[src/rtl/muldiv_unit.sv]
// Iterative radix-2 multiply/divide unit that owns the MIPS HI/LO pair.
// Optional MULDIV_EARLY_OUT_EN: multiplies leave RUN once the remaining multiplier bits are zero.
module muldiv_unit #(
  parameter int WIDTH = 32,
  parameter int CNT_W = 6
) (
  input  logic             clk,
  input  logic             reset,
  input  logic             start,
  input  logic [1:0]       op,
  input  logic [WIDTH-1:0] rs,
  input  logic [WIDTH-1:0] rt,
  input  logic             mthi,
  input  logic             mtlo,
  output logic [WIDTH-1:0] hi,
  output logic [WIDTH-1:0] lo,
  output logic             busy,
  output logic             done,
  output logic             div_by_zero
);

  // Handshake: start is sampled only while busy is low; busy stays high from
  // the cycle after the start edge until done pulses for one cycle with the
  // new HI/LO already visible. start while busy is dropped, never queued.
  typedef enum logic [1:0] {IDLE = 2'd0, RUN = 2'd1, FIX = 2'd2} state_t;

  state_t             state, state_next;
  logic               div_q, neg_q, rs_neg_q, dz_q;
  logic [CNT_W-1:0]   cnt;
  logic [2*WIDTH-1:0] acc, opa;
  logic [WIDTH-1:0]   opb;
  logic [WIDTH-1:0]   hi_q, lo_q;
  logic               done_q, dz_pulse_q;

  logic               last_iter;
  logic               is_signed;
  logic [WIDTH-1:0]   rs_abs, rt_abs;
  logic [WIDTH-1:0]   rem_shift;
  logic [WIDTH:0]     trial;
  logic               qbit;
  logic [2*WIDTH-1:0] prod_fix;
  logic [WIDTH-1:0]   quot_fix, rem_fix;

  always_comb begin
    last_iter = (cnt == CNT_W'(WIDTH - 1));
`ifdef MULDIV_EARLY_OUT_EN
    if (!div_q && ((opb >> 1) == '0))
      last_iter = 1'b1;
`else
`endif
  end

  always_ff @(posedge clk or posedge reset) begin
    if (reset) state <= IDLE;
    else       state <= state_next;
  end

  always_comb begin
    state_next = state;
    case (state)
      IDLE:    if (start) state_next = RUN;
      RUN:     if (last_iter) state_next = FIX;
      FIX:     state_next = IDLE;
      default: state_next = IDLE;
    endcase
  end

  // Operand conditioning at issue: signed ops run on magnitudes.
  always_comb begin
    is_signed = !op[0];
    rs_abs    = (is_signed && rs[WIDTH-1]) ? -rs : rs;
    rt_abs    = (is_signed && rt[WIDTH-1]) ? -rt : rt;
  end

  // Restoring divide step: partial remainder in acc, dividend shifts out of
  // opa's top while quotient bits shift into its bottom.
  always_comb begin
    rem_shift = {acc[WIDTH-2:0], opa[WIDTH-1]};
    trial     = {acc[WIDTH-1], rem_shift} - {1'b0, opb};
    qbit      = !trial[WIDTH];
  end

  always_comb begin
    prod_fix = neg_q ? -acc : acc;
    quot_fix = neg_q ? -opa[WIDTH-1:0] : opa[WIDTH-1:0];
    rem_fix  = rs_neg_q ? -acc[WIDTH-1:0] : acc[WIDTH-1:0];
  end

  always_ff @(posedge clk or posedge reset) begin
    if (reset) begin
      div_q      <= 1'b0;
      neg_q      <= 1'b0;
      rs_neg_q   <= 1'b0;
      dz_q       <= 1'b0;
      cnt        <= '0;
      acc        <= '0;
      opa        <= '0;
      opb        <= '0;
      hi_q       <= '0;
      lo_q       <= '0;
      done_q     <= 1'b0;
      dz_pulse_q <= 1'b0;
    end else begin
      done_q     <= 1'b0;
      dz_pulse_q <= 1'b0;
      case (state)
        IDLE: begin
          if (start) begin
            div_q    <= op[1];
            neg_q    <= is_signed && (rs[WIDTH-1] ^ rt[WIDTH-1]);
            rs_neg_q <= is_signed && rs[WIDTH-1];
            dz_q     <= op[1] && (rt == '0);
            cnt      <= '0;
            acc      <= '0;
            opa      <= {{WIDTH{1'b0}}, rs_abs};
            opb      <= rt_abs;
          end else begin
            if (mthi) hi_q <= rs;
            if (mtlo) lo_q <= rs;
          end
        end
        RUN: begin
          cnt <= cnt + 1'b1;
          if (div_q) begin
            acc <= {{WIDTH{1'b0}}, (qbit ? trial[WIDTH-1:0] : rem_shift)};
            opa <= {{WIDTH{1'b0}}, opa[WIDTH-2:0], qbit};
          end else begin
            if (opb[0]) acc <= acc + opa;
            opa <= opa << 1;
            opb <= opb >> 1;
          end
        end
        FIX: begin
          done_q     <= 1'b1;
          dz_pulse_q <= dz_q;
          if (div_q) begin
            lo_q <= dz_q ? {WIDTH{1'b1}} : quot_fix;
            hi_q <= rem_fix;
          end else begin
            lo_q <= prod_fix[WIDTH-1:0];
            hi_q <= prod_fix[2*WIDTH-1:WIDTH];
          end
        end
        default: ;
      endcase
    end
  end

  assign hi          = hi_q;
  assign lo          = lo_q;
  assign busy        = (state != IDLE);
  assign done        = done_q;
  assign div_by_zero = dz_pulse_q;

endmodule

[config.mk]
export PLATFORM = sky130hd
export DESIGN_NAME = muldiv_unit
export DESIGN_NICKNAME = d
export VERILOG_FILES = /design/src/rtl/muldiv_unit.sv
export SDC_FILE = /design/constraint.sdc
export NUM_CORES = 1
export LEC_CHECK = 0
export BUFFER_PORTS_ARGS = -buffer_cell sky130_fd_sc_hd__buf_2
export CAP_MARGIN = 20
export CORE_AREA = 2 2 225 227
export CTS_CLUSTER_SIZE = 28
export DETAILED_ROUTE_END_ITERATION = 16
export DIE_AREA = 0 0 227 229
export PLACE_DENSITY = 0.58
export SLEW_MARGIN = 30
export SYNTH_ARGS = -nofsm -noshare
export SYNTH_HDL_FRONTEND = slang
export SYNTH_SLANG_ARGS = --single-unit
[constraint.sdc]
create_clock -name clk -period 23.5 [get_ports clk]
set_clock_uncertainty 0.2 [all_clocks]
set_input_delay 2.35 -clock clk [delete_from_list [all_inputs] [get_ports clk]]
set_output_delay 2.35 -clock clk [all_outputs]
set_load 0.05 [all_outputs]
==> flow_summary.json <==
{
  "outcome": "finished clean",
  "yosys_most_used_dff": "sky130_fd_sc_hd__dfrtp_1",
  "post-route-util": 0.439,
  "post_synth_inst_count": 2454,
  "setup_repair_after_global_routing_missed_its_margin": "no",
  "peakVddDrop_uv": 77.2,
  "ys_async_sr_fraction": 1.00,
  "clock_tree.root_cell": "sky130_fd_sc_hd__clkbuf_16",
  "post_route_minimum_period_ns": 4.86,
  "post_cts_resized": 0,
  "antenna_found_initial": 2,
  "slew_violations": 0,
  "cts_num_sinks": 238,
  "dp_hpwl_um": 50400,
  "clock_tree.htree_level_count": 1,
  "pre_cts_ws_ns": 18.17,
  "grt_util_all_layers": 0.251,
  "filler_cell_count": 5095,
  "ys_types": 80,
  "worstPathArrival_ns": 5.11,
  "endpoint_kind": "flop",
  "layout.cells.most_common": "sky130_fd_sc_hd__o21ai_0",
  "crit_path_start": "acc[0]",
  "total_leakage_power_nw": 9.31,
  "achievable-frequency_mhz": 206,
  "global_route_wire_length_before_repair_um": 104000,
  "detail_routed_via_count_per_cell": 5.93,
  "holdCritPathClass": "reg -> reg",
  "initial_core_util": 0.394,
  "crit_type": "reg -> reg",
  "synthToLayoutAreaGrowth_pct": 11.6,
  "min_from": "hi[0]",
  "dr_total_vias": 18868,
  "cellPowerDensity_nw_per_um2": 147,
  "num_antenna_cells": 0,
  "yosys_warnings": 0,
  "place_congestion": 0.932,
  "first_pass_detailed_route_iteration_total": 7,
  "gr-total-overflow": 0,
  "tritoncts": "done",
  "placementRows": 82,
  "fin_crit_sh": 0.207,
  "critical_path.startpoint_type": "flop",
  "port_buffers": 137,
  "postCtsSetupBuffers": 0,
  "horizontal_die_dimension_um": 227,
  "setup_viol": 0,
  "crit_path_max_fanout": 9,
  "edff_count_synth": 0,
  "drt_iter0_markers": 1632,
  "timing.max_slew.rel_slack": 0.371,
  "synth-seq-area-share": 0.305,
  "io_pins": 138,
  "die_height_um": 229,
  "cap_viol_max_count": 0,
  "max-clock-path-buffers": 3,
  "routed_length_per_instance_um": 20.9,
  "grt_max_degree": 105,
  "reg2reg_from": "acc[0]",
  "final_antenna_net_count": 0,
  "clkLatencyLatePin_ns": 0.59,
  "remaining_drc_errors": 0,
  "die_area_um2": 52000,
  "netlist_area_um2": 19600,
  "first_global_vias": 18244,
  "routed_wirelength_um": 66500,
  "cts_hold_repair_buffers": 0,
  "worstPathRequired_ns": 23.75,
  "path_clk_slew_ns": 0.07,
  "yosys_register_bits": 238,
  "layout_cells_sized_above_1": 0.103,
  "final_tns_setup_ns": 0,
  "most-common-layout-cells": "sky130_fd_sc_hd__o21ai_0, sky130_fd_sc_hd__nand2_1, sky130_fd_sc_hd__dfrtp_1, sky130_fd_sc_hd__a21oi_1, sky130_fd_sc_hd__xnor2_1",
  "cts_buffers": 31,
  "synth_fp_nets": 2627,
  "worst_slew_pin_slew_ns": 0.944,
  "post_synth.cell_area_avg_um2": 7.97,
  "fp.coreArea_um2": 49700,
  "num-nets-final": 2657,
  "timing_hold_violations_final": 0,
  "postLayoutSetupSlackWorst_ns": 18.64
}
==> flip-flops by register name, indices dropped and copies added, names as in the netlist <==
name	cells
cnt	6
rs_neg_q	1
done	1
acc	64
div_q	1
opa	64
opb	32
state	2
dz_q	1
hi	32
div_by_zero	1
lo	32
neg_q	1
==> synth_stat cells (5+ instances only) <==
cell type | number | area (um2)
sky130_fd_sc_hd__a31oi_1 | 25 | 156
sky130_fd_sc_hd__xor2_1 | 75 | 657
sky130_fd_sc_hd__nor3_1 | 35 | 175
sky130_fd_sc_hd__nor2_1 | 147 | 552
sky130_fd_sc_hd__a21o_1 | 53 | 398
sky130_fd_sc_hd__and4_1 | 5 | 43.8
sky130_fd_sc_hd__dfrtp_1 | 238 | 5960
sky130_fd_sc_hd__a221oi_1 | 6 | 52.6
sky130_fd_sc_hd__xnor2_1 | 184 | 1610
sky130_fd_sc_hd__nor2b_1 | 22 | 138
sky130_fd_sc_hd__a41oi_1 | 5 | 43.8
sky130_fd_sc_hd__or3_1 | 24 | 150
sky130_fd_sc_hd__o221ai_1 | 13 | 114
sky130_fd_sc_hd__a21oi_1 | 199 | 996
sky130_fd_sc_hd__o22ai_1 | 28 | 175
sky130_fd_sc_hd__nand3_1 | 22 | 110
sky130_fd_sc_hd__a22oi_1 | 68 | 510
sky130_fd_sc_hd__a222oi_1 | 19 | 190
sky130_fd_sc_hd__o21bai_1 | 18 | 135
sky130_fd_sc_hd__nor3b_1 | 5 | 37.5
sky130_fd_sc_hd__or2_2 | 6 | 37.5
sky130_fd_sc_hd__or3_4 | 5 | 56.3
sky130_fd_sc_hd__mux2i_1 | 27 | 270
sky130_fd_sc_hd__a31o_2 | 7 | 61.3
sky130_fd_sc_hd__o21a_1 | 9 | 67.6
sky130_fd_sc_hd__clkbuf_1 | 148 | 556
sky130_fd_sc_hd__nor4_1 | 21 | 131
sky130_fd_sc_hd__buf_1 | 11 | 41.3
sky130_fd_sc_hd__o21ai_0 | 300 | 1500
sky130_fd_sc_hd__a211oi_1 | 13 | 97.6
sky130_fd_sc_hd__a22o_1 | 35 | 307
sky130_fd_sc_hd__and2_1 | 15 | 93.8
sky130_fd_sc_hd__nand4_1 | 24 | 150
sky130_fd_sc_hd__nand2b_1 | 33 | 206
sky130_fd_sc_hd__o211ai_1 | 7 | 52.6
sky130_fd_sc_hd__o31ai_1 | 33 | 248
sky130_fd_sc_hd__and3_1 | 9 | 56.3
sky130_fd_sc_hd__inv_1 | 83 | 312
sky130_fd_sc_hd__ha_1 | 100 | 1250
sky130_fd_sc_hd__nand2_1 | 290 | 1090
sky130_fd_sc_hd__o41ai_1 | 9 | 78.8
sky130_fd_sc_hd__or4_1 | 15 | 113
==> cell families (layout without fill, tap and decap cells) <==
family                     after synthesis  in the layout  share of synthesized area
AOI/OAI and AO/OA                      884            884                      0.283
xor gates and xnor gates               259            259                      0.116
adders and majority gates              102            102                     0.0660
buffers and inverters                  246            300                     0.0475
DFF                                    238            238                      0.305
muxes                                   28             28                     0.0144
and+or+nand+nor                        697            697                      0.169
==> metrics by stage <==
stage	hold slack [ns]	instances	area [um2]	power [mW]
2_1_floorplan	0.255	2454	19600	2.15
3_3_place_gp	0.259	3121	20700	2.66
3_5_place_dp	0.265	3122	20700	2.69
4_1_cts	0.278	3179	21800	3.19
5_1_grt	0.303	3180	21800	3.44
6_report	0.271	3180	21800	3.21
==> area by class of cell <==
class                   instances  area, um2  area share
multi-input cells            1970      12700       0.584
flip-flops and latches        238       5960       0.273
repair buffers                160        906      0.0415
clock buffers                  39        866      0.0397
well taps                     672        841      0.0385
inverters                      83        319      0.0146
clock inverters                18        190     0.00872
==> report_power, final <==
group	total [mW]	internal [mW]	switching (mW)
Clock	0.494	0.293	0.201
Sequential	0.783	0.547	0.237
Combinational	1.93	0.725	1.20
Total	3.21	1.56	1.64
==> worst paths after layout <==
path | to | slack [ns] | depth (start not counted)
worst min-delay path | hi[0] | 0.27 | 2
worst max register to register | hi[10] | 18.64 | 11
worst max-delay path | hi[10] | 18.64 | 11
max in group asynchronous | neg_q | 19.42 | 4
worst min register to register | hi[0] | 0.27 | 2
min in group asynchronous | lo[8] | 1.65 | 2
==> worst max-delay path: stages, from the launching register on <==
cell,delay (ns)
sky130_fd_sc_hd__dfrtp_1,0.47
sky130_fd_sc_hd__inv_1,0.21
sky130_fd_sc_hd__ha_1,0.22
sky130_fd_sc_hd__or3b_1,0.41
sky130_fd_sc_hd__or3_4,0.38
sky130_fd_sc_hd__or4_1,0.69
sky130_fd_sc_hd__or3_1,0.49
sky130_fd_sc_hd__nand2b_1,0.35
sky130_fd_sc_hd__nand2b_1,0.35
sky130_fd_sc_hd__o31ai_1,0.29
sky130_fd_sc_hd__xor2_1,0.50
sky130_fd_sc_hd__o21ai_0,0.14
==> routing by layer <==
layer,track usage,share of wire,routed length (um)
met5,0,0.00020,13
met4,0.0893,0.037,2480
met3,0.0267,0.046,3050
met2,0.428,0.49,32500
met1,0.328,0.43,28500
Power figures use the tool's default switching activity.
